--- src/rtl/i2c_pkg.sv ---
// Shared types and constants for the I2C register-access controller.
package i2c_pkg;

  localparam int         DEF_NUM_REGS = 256;
  localparam int         DEF_ADDR_W   = 8;
  localparam logic [7:0] NACK_FILL    = 8'hFF;

  // Access sequencer states.
  typedef enum logic [1:0] {
    ST_IDLE      = 2'd0,
    ST_WR_COMMIT = 2'd1,
    ST_RD_ISSUE  = 2'd2,
    ST_RD_WAIT   = 2'd3
  } state_e;

  // Whether the next written byte is the register pointer or register data.
  typedef enum logic {
    PH_PTR  = 1'b0,
    PH_DATA = 1'b1
  } phase_e;

endpackage

--- src/rtl/i2c_reg_ptr.sv ---
// Register pointer: loadable, optional increment that wraps at NUM_REGS-1,
// and a flag telling whether the pointer names an implemented register.
module i2c_reg_ptr
  import i2c_pkg::*;
#(
  parameter int NUM_REGS = DEF_NUM_REGS,
  parameter int ADDR_W   = DEF_ADDR_W
) (
  input  logic              clk_i,
  input  logic              rst_i,
  input  logic              load,
  input  logic [ADDR_W-1:0] load_val,
  input  logic              inc,
  output logic [ADDR_W-1:0] ptr,
  output logic              valid
);

  localparam logic [ADDR_W-1:0] LAST_ADDR = ADDR_W'(NUM_REGS - 1);
  localparam logic [ADDR_W:0]   NUM_REGS_W = (ADDR_W + 1)'(NUM_REGS);

  logic [ADDR_W-1:0] ptr_q;

  // Pointer register: load has priority over increment.
  always_ff @(posedge clk_i) begin
    // NOTE: sequential state uses <= so every flop samples pre-edge values.
    if (rst_i) begin
      ptr_q <= '0;
    end else if (load) begin
      ptr_q <= load_val;
    end else if (inc) begin
      ptr_q <= (ptr_q == LAST_ADDR) ? '0 : ptr_q + ADDR_W'(1);
    end
  end

  assign ptr   = ptr_q;
  assign valid = ({1'b0, ptr_q} < NUM_REGS_W);

endmodule

--- src/rtl/i2c_reg_access_ctrl.sv ---
// Turns the I2C slave's byte requests into register-bank reads and writes:
// first byte after address match sets the pointer, later bytes access reg[ptr].
module i2c_reg_access_ctrl
  import i2c_pkg::*;
#(
  parameter int NUM_REGS   = DEF_NUM_REGS,
  parameter int ADDR_W     = DEF_ADDR_W,
  parameter int RD_TIMEOUT = 15
) (
  input  logic              clk_i,
  input  logic              rst_i,
  input  logic              start_detected_i,
  input  logic              stop_detected_i,
  input  logic              addr_match_i,
  input  logic              rw_bit_i,
  input  logic              wr_req_i,
  input  logic              rd_req_i,
  input  logic [7:0]        i2c_rx_data_i,
  output logic [7:0]        i2c_tx_data_o,
  output logic              wr_allow_o,
  output logic              rd_allow_o,
  input  logic              auto_inc_i,
  output logic [ADDR_W-1:0] reg_addr_o,
  output logic [7:0]        reg_wdata_o,
  output logic              reg_we_o,
  output logic              reg_re_o,
  input  logic [7:0]        reg_rdata_i,
  input  logic              reg_rvalid_i,
  output logic [ADDR_W-1:0] ptr_o,
  output logic              err_o
);

  localparam int CNT_W = $clog2(RD_TIMEOUT + 1);

  state_e            state_q, state_d;
  phase_e            phase_q;
  logic              wr_req_q, rd_req_q;
  logic              bus_evt, wr_evt, rd_evt, rd_timeout;
  logic              ptr_load, ptr_inc, ptr_valid;
  logic [ADDR_W-1:0] ptr;
  logic [CNT_W-1:0]  wait_cnt_q;
  logic [7:0]        wdata_q, tx_data_q;
  logic              wr_allow_q, rd_allow_q, err_q;

  // START/STOP outrank request edges; an edge in the same cycle is lost.
  assign bus_evt    = start_detected_i | stop_detected_i;
  assign wr_evt     = wr_req_i & ~wr_req_q & addr_match_i & ~rw_bit_i & ~bus_evt;
  assign rd_evt     = rd_req_i & ~rd_req_q & addr_match_i &  rw_bit_i & ~bus_evt;
  assign rd_timeout = (wait_cnt_q == CNT_W'(RD_TIMEOUT - 1)) & ~reg_rvalid_i;

  assign ptr_load = (state_q == ST_IDLE) & wr_evt & (phase_q == PH_PTR);
  assign ptr_inc  = auto_inc_i & ~bus_evt &
                    ((state_q == ST_WR_COMMIT) |
                     ((state_q == ST_RD_WAIT) & reg_rvalid_i));

  i2c_reg_ptr #(
    .NUM_REGS (NUM_REGS),
    .ADDR_W   (ADDR_W)
  ) u_reg_ptr (
    .clk_i    (clk_i),
    .rst_i    (rst_i),
    .load     (ptr_load),
    .load_val (i2c_rx_data_i[ADDR_W-1:0]),
    .inc      (ptr_inc),
    .ptr      (ptr),
    .valid    (ptr_valid)
  );

  // Request level history for rising-edge detection.
  always_ff @(posedge clk_i) begin
    if (rst_i) begin
      wr_req_q <= 1'b0;
      rd_req_q <= 1'b0;
    end else begin
      wr_req_q <= wr_req_i;
      rd_req_q <= rd_req_i;
    end
  end

  // FSM state register.
  always_ff @(posedge clk_i) begin
    if (rst_i) state_q <= ST_IDLE;
    else       state_q <= state_d;
  end

  // FSM next-state logic.
  always_comb begin
    // NOTE: default assignment first so no path leaves state_d unassigned (no latch).
    state_d = state_q;
    if (bus_evt) begin
      state_d = ST_IDLE;
    end else begin
      unique case (state_q)
        ST_IDLE: begin
          if (wr_evt && (phase_q == PH_DATA) && ptr_valid) state_d = ST_WR_COMMIT;
          else if (rd_evt && ptr_valid)                    state_d = ST_RD_ISSUE;
        end
        ST_WR_COMMIT: state_d = ST_IDLE;
        ST_RD_ISSUE:  state_d = ST_RD_WAIT;
        ST_RD_WAIT:   if (reg_rvalid_i || rd_timeout) state_d = ST_IDLE;
        default:      state_d = ST_IDLE;
      endcase
    end
  end

  // FSM outputs: single-cycle strobes, suppressed by reset or bus events.
  always_comb begin
    reg_we_o    = 1'b0;
    reg_re_o    = 1'b0;
    reg_wdata_o = '0;
    reg_addr_o  = ptr;
    if (!rst_i && !bus_evt) begin
      unique case (state_q)
        ST_WR_COMMIT: begin
          reg_we_o    = 1'b1;
          reg_wdata_o = wdata_q;
        end
        ST_RD_ISSUE: reg_re_o = 1'b1;
        default: ;
      endcase
    end
  end

  // Phase, handshake, tx data, sticky error and read-wait counter.
  always_ff @(posedge clk_i) begin
    // NOTE: data registers are reset too, because every output must read 0 after reset.
    if (rst_i) begin
      phase_q    <= PH_PTR;
      wdata_q    <= '0;
      tx_data_q  <= '0;
      wr_allow_q <= 1'b0;
      rd_allow_q <= 1'b0;
      err_q      <= 1'b0;
      wait_cnt_q <= '0;
    end else if (bus_evt) begin
      phase_q    <= PH_PTR;
      rd_allow_q <= 1'b0;
    end else begin
      unique case (state_q)
        ST_IDLE: begin
          if (wr_evt) begin
            if (phase_q == PH_PTR) begin
              phase_q    <= PH_DATA;
              wr_allow_q <= 1'b1;
            end else if (ptr_valid) begin
              wdata_q    <= i2c_rx_data_i;
              wr_allow_q <= 1'b1;
            end else begin
              wr_allow_q <= 1'b0;
              err_q      <= 1'b1;
            end
          end else if (rd_evt) begin
            rd_allow_q <= 1'b0;
            if (!ptr_valid) begin
              tx_data_q <= NACK_FILL;
              err_q     <= 1'b1;
            end
          end
        end
        ST_RD_ISSUE: wait_cnt_q <= '0;
        ST_RD_WAIT: begin
          if (reg_rvalid_i) begin
            tx_data_q  <= reg_rdata_i;
            rd_allow_q <= 1'b1;
          end else if (rd_timeout) begin
            tx_data_q  <= NACK_FILL;
            rd_allow_q <= 1'b0;
            err_q      <= 1'b1;
          end else begin
            wait_cnt_q <= wait_cnt_q + CNT_W'(1);
          end
        end
        default: ;
      endcase
    end
  end

  assign i2c_tx_data_o = tx_data_q;
  assign wr_allow_o    = wr_allow_q;
  assign rd_allow_o    = rd_allow_q;
  assign err_o         = err_q;
  assign ptr_o         = ptr;

endmodule

--- config.mk ---
export PLATFORM = sky130hd
export DESIGN_NAME = i2c_reg_access_ctrl
export DESIGN_NICKNAME = d
export VERILOG_FILES = /design/src/rtl/i2c_pkg.sv /design/src/rtl/i2c_reg_ptr.sv /design/src/rtl/i2c_reg_access_ctrl.sv
export SDC_FILE = /design/constraint.sdc
export NUM_CORES = 1
export LEC_CHECK = 0
export ABC_AREA = 1
export ABC_CLOCK_PERIOD_IN_PS = 2200
export CORE_AREA = 4 4 67 75
export DETAILED_ROUTE_END_ITERATION = 8
export DIE_AREA = 0 0 71 79
export PLACE_DENSITY_LB_ADDON = 0.2
export SETUP_SLACK_MARGIN = 0.02
export SLEW_MARGIN = 20
export SYNTH_ARGS = -nofsm -noshare
export SYNTH_HDL_FRONTEND = slang
export SYNTH_SLANG_ARGS = --single-unit
--- constraint.sdc ---
create_clock -name clk_i -period 2.2 [get_ports clk_i]
set_input_delay 0.66 -clock clk_i [delete_from_list [all_inputs] [get_ports clk_i]]
set_output_delay 0.66 -clock clk_i [all_outputs]
set_load 0.05 [all_outputs]
# After elaboration in Yosys (flattened, before gate mapping)
# Cells that the tools add are included.
# classes
add_sub_neg	2
n_mul	0
div	0
order_cmp	0
n_eq_ne	12
shift	0
mux	23
n_bitwise	22
reduce_logical	19
# op_table
operator	n
$mux W8	7
$reduce_and A4 Y1	4
$and A1 B1 Y1	14
$add A8 B1 Y8 const B	1
$eq A8 B8 Y1 const B	1
$mux W1	8
$mux W4	2
$ne A2 B2 Y1 const B	4
$pmux W2 S4	1
$pmux W4 S2	1
$reduce_bool A2 Y1	4
$mux W2	3
$not A1 Y1	6
$reduce_and A3 Y1	2
$add A4 B1 Y4 const B	1
$eq A2 B2 Y1 const B	2
$eq A4 B4 Y1 const B	1
$reduce_and A2 Y1	2
$ne A3 B2 Y1 const B	1
$ne A3 B3 Y1 const B	1
$eq A2 B1 Y1 const B	1
$logic_and A1 B1 Y1	2
$logic_not A1 Y1	2
$logic_not A2 Y1	1
other kinds (5)	6
# totals
regBits	36
latch_bits	0
mem_bits_rw	0
romBits	0
out_inout_bits	37
word_cells	89
n_memories	0

# Depth between registers and ports, before layout
# logic_depth
depth_word	8
depth_mapped	10

# Modules after synthesis
# Synthesis repeated with hierarchy kept, for this count alone.
# hier_totals
cells_unflattened	305
area_unflattened_um2	2095.8
# modules_own_cells
module	instances	cells_each	area_each_um2	seq_area_each_um2
i2c_reg_access_ctrl	1	227	1555.2	560.5
i2c_reg_ptr	1	78	540.5	160.2

# Least setup slack after synthesis
# OpenSTA, ideal clock, no wires.
# synth_timing
kind	input port to output port
startpoint	input start_detected_i
endpoint	output reg_wdata_o[0]
arrival_ns	1.919
required_ns	1.540
setup_slack_ns	-0.379
cell_stages	6
n_path_buf	1
cell_sequence	inv_1 > nand2_1 > buf_2 > nor2_1 > nand2_1 > nor2_1
# synth_via
elab_chain_cells	4
# synth_rtl
item	line	rtl
start: declaration	i2c_reg_access_ctrl.sv:12	input logic start_detected_i,
$or A1 B1 Y1	i2c_reg_access_ctrl.sv:46	assign bus_evt = start_detected_i | stop_detected_i;
$logic_not A1 Y1	i2c_reg_access_ctrl.sv:112	if (!rst_i && !bus_evt) begin
$logic_and A1 B1 Y1	i2c_reg_access_ctrl.sv:112	
$mux W8	i2c_reg_access_ctrl.sv:112	
end: declaration	i2c_reg_access_ctrl.sv:24	output logic [7:0] reg_wdata_o,
# No other way between the ends.

# Worst setup path after layout
# layout_timing
startpoint	input stop_detected_i
endpoint	output reg_wdata_o[1]
# layout_via
elab_chain_cells	4
# layout_rtl
item	line	rtl
start: declaration	i2c_reg_access_ctrl.sv:13	input logic stop_detected_i,
$or A1 B1 Y1	i2c_reg_access_ctrl.sv:46	
$logic_not A1 Y1	i2c_reg_access_ctrl.sv:112	
$logic_and A1 B1 Y1	i2c_reg_access_ctrl.sv:112	
$mux W8	i2c_reg_access_ctrl.sv:112	
# No other way between the ends.

==> run metrics <==
number of DRC markers in iteration 0 85; ant diodes 0; Area Overhead vs Synth 50.75%; I/O pin count 63; Tot Pwr 1292 uW; worst skew pair latency 0.29 ns; layout cells sized above 1 24.93%; H-tree Lvls 2; EDFF count, synth 0; asr flop ratio synth 0%; Die Width 71 um; Post-Place Cell Area 2756 sq um; GRT Residual Overflow 0; Initial Utilization 45.15%; post-route ant nets 0; Via-to-Cell Ratio 4.930; Yosys top cell area share 37.52%; Tmin final 2.177 ns; crit end category output pin; CTS root buffer clkbuf_8; vias 1,967; first-pass GRT wire length 8142 um; Final Cell Area 2895 sq um; Mapped Area 1921 sq um; Num CTS Buffers 5; clk buf depth 2; core area 4254 sq um; worst-path maximum fanout 4; Mapped Nets 303; post-place setup slack -0.3535 ns; post-DP HPWL 3764 um; area of the multi-input gates 1069 sq um; routability cong. 0.8335; top cells by area, synth dfxtp_1, nand3_1, nor2_1; Worst Hold Class flip-flop to flip-flop; Final WS setup 0.02272 ns; number of global-route vias before repair 1,856; syn_area_per_cell 7.009 sq um; Worst slew margin 64.34%; crit path launch type input port; Max Cap Violations 0; GRT Util Overall 18.23%; Final Max Slew Viols 0; Yosys top cell by area dfxtp_1; cell count after placement 388; CP Class input port to output pin; Synth Warn # 0; worst slew pin tran 0.5332 ns; Hold Buf Count CTS 0; clock sink count 36; CP max-delay cell nor2_4; Seq/Total Area, Yosys 37.52%; total die area 5609 sq um; routed wire length per instance 12.34 um; Data arrival, critical path 1.52 ns; skew final 0.003453 ns; worst vdd ir 0.4019 mV; Hold Violations, Final 0; RSZ-0062 raised after global routing yes; count of input and output buffers 62; Synth Instances 274; DR DRC count 0; Cell Rows 25; commonest cells after routing, fill and taps aside dfxtp_1, nand2_1, clkdlybuf4s50_1; Required @ worst endpoint 1.54 ns; Die Y 79 um; largest net degree at the start of global routing 19; CP Cell Sequence buf_6, inv_4, nand2_4, nor2_4, nand2_4, nor2_4, buf_12; final worst-path cycle share 98.97%; P_leak 0.001172 uW; DR pass1 iterations 4; f_max 0.4593 GHz; power density cells 446.4 nW/um^2; #FFs+latches synth 36; total wire length 4924 um; Clk pin slew, worst setup/hold paths 0.08 ns; Fillers 383; storage element area 720.7 sq um; initial antenna violation count 0; nets 373; commonest non-fill, non-tap cell in the layout dfxtp_1; final std cells w/o fill 399; crit-path max cell delay 0.24 ns; setup violators final 0; status completed; TritonCTS clock tree built; Post-synth top flop dfxtp_1; post-synthesis cell type count 30
## area by class of cell
cell class / count / share of cell area, %
sequential: 36 / 24.89
tap: 54 / 2.334
inverter: 39 / 5.445
multi-input combinational: 186 / 36.91
clock inverter: 2 / 0.5186
timing repair buffer: 76 / 27.05
clock buffer: 6 / 2.852
## Yosys cell counts, types with 4 or more instances
cell	number
a21oi_1	22
buf_4	8
dfxtp_1	36
inv_1	35
nand2_1	35
nand3_1	30
nor2_1	39
nor2_4	4
nor3_1	16
o21ai_0	12
## cell families after synthesis
group / count (synthesis) / share of synthesized area (%)
adder cells (fa/ha/maj): 3 / 1.955
AND/OR/NAND/NOR: 140 / 35.83
buffers and inverters: 53 / 12.96
AO/OA/AOI/OAI: 40 / 10.81
flip-flops: 36 / 37.52
XOR/XNOR: 2 / 0.9122
## flip-flops by register name, summed over array words and instances, names as in the netlist
signal and flops:
wait_cnt_q 4, rd_allow_o 1, wr_req_q 1, u_reg_ptr.ptr 8, err_o 1, wr_allow_o 1
phase_q 1, state_q 2, i2c_tx_data_o 8, rd_req_q 1, wdata_q 8
## per-layer routing
metal / up-vias / global-route usage [%] / share of wire, %
met5: - / 0 / 0
met1: 887 / 19.84 / 41
met4: 0 / 6.955 / 1.8
met3: 7 / 5.190 / 6.4
met2: 51 / 33.12 / 51
li1: 1022 / - / -
## final timing paths
path | startpoint | end | slack, ns | cells past startpoint
hold / removal | rd_allow_o | rd_allow_o | 0.47 | 2
hold reg to reg | rd_allow_o | rd_allow_o | 0.47 | 2
setup reg to reg | u_reg_ptr.ptr[1] | u_reg_ptr.ptr[0] | 0.71 | 8
setup / recovery | stop_detected_i | reg_wdata_o[1] | 0.02 | 7
## power breakdown
group          total [uW]  internal [uW]  switching, uW
clock                 502            254            249
sequential            658            655           3.16
combinational         132           65.8           66.1
## critical path: cells and delay by family
family	cells	cell delay, ns
buffers and inverters	3	0.29
and+or+nand+nor	4	0.56
## through the flow
stage,setup TNS (ns),util [%],hold slack (ns)
final,0,68.06,0.4674
after detailed placement,-3.402,64.79,0.4551
after global placement,-3.027,64.79,0.4495
after CTS,0,67.88,0.4695
after global routing,-0.03552,68.06,0.4900
after floorplan,0,-,0.4725
## timing repair
item,CTS,global route
pin swaps,4,5
setup buffers,1,1
resized for setup,19,0
gates cloned,1,0
endpoints found under the setup margin,10,6
No activity file was read; power rests on OpenSTA's default activity.
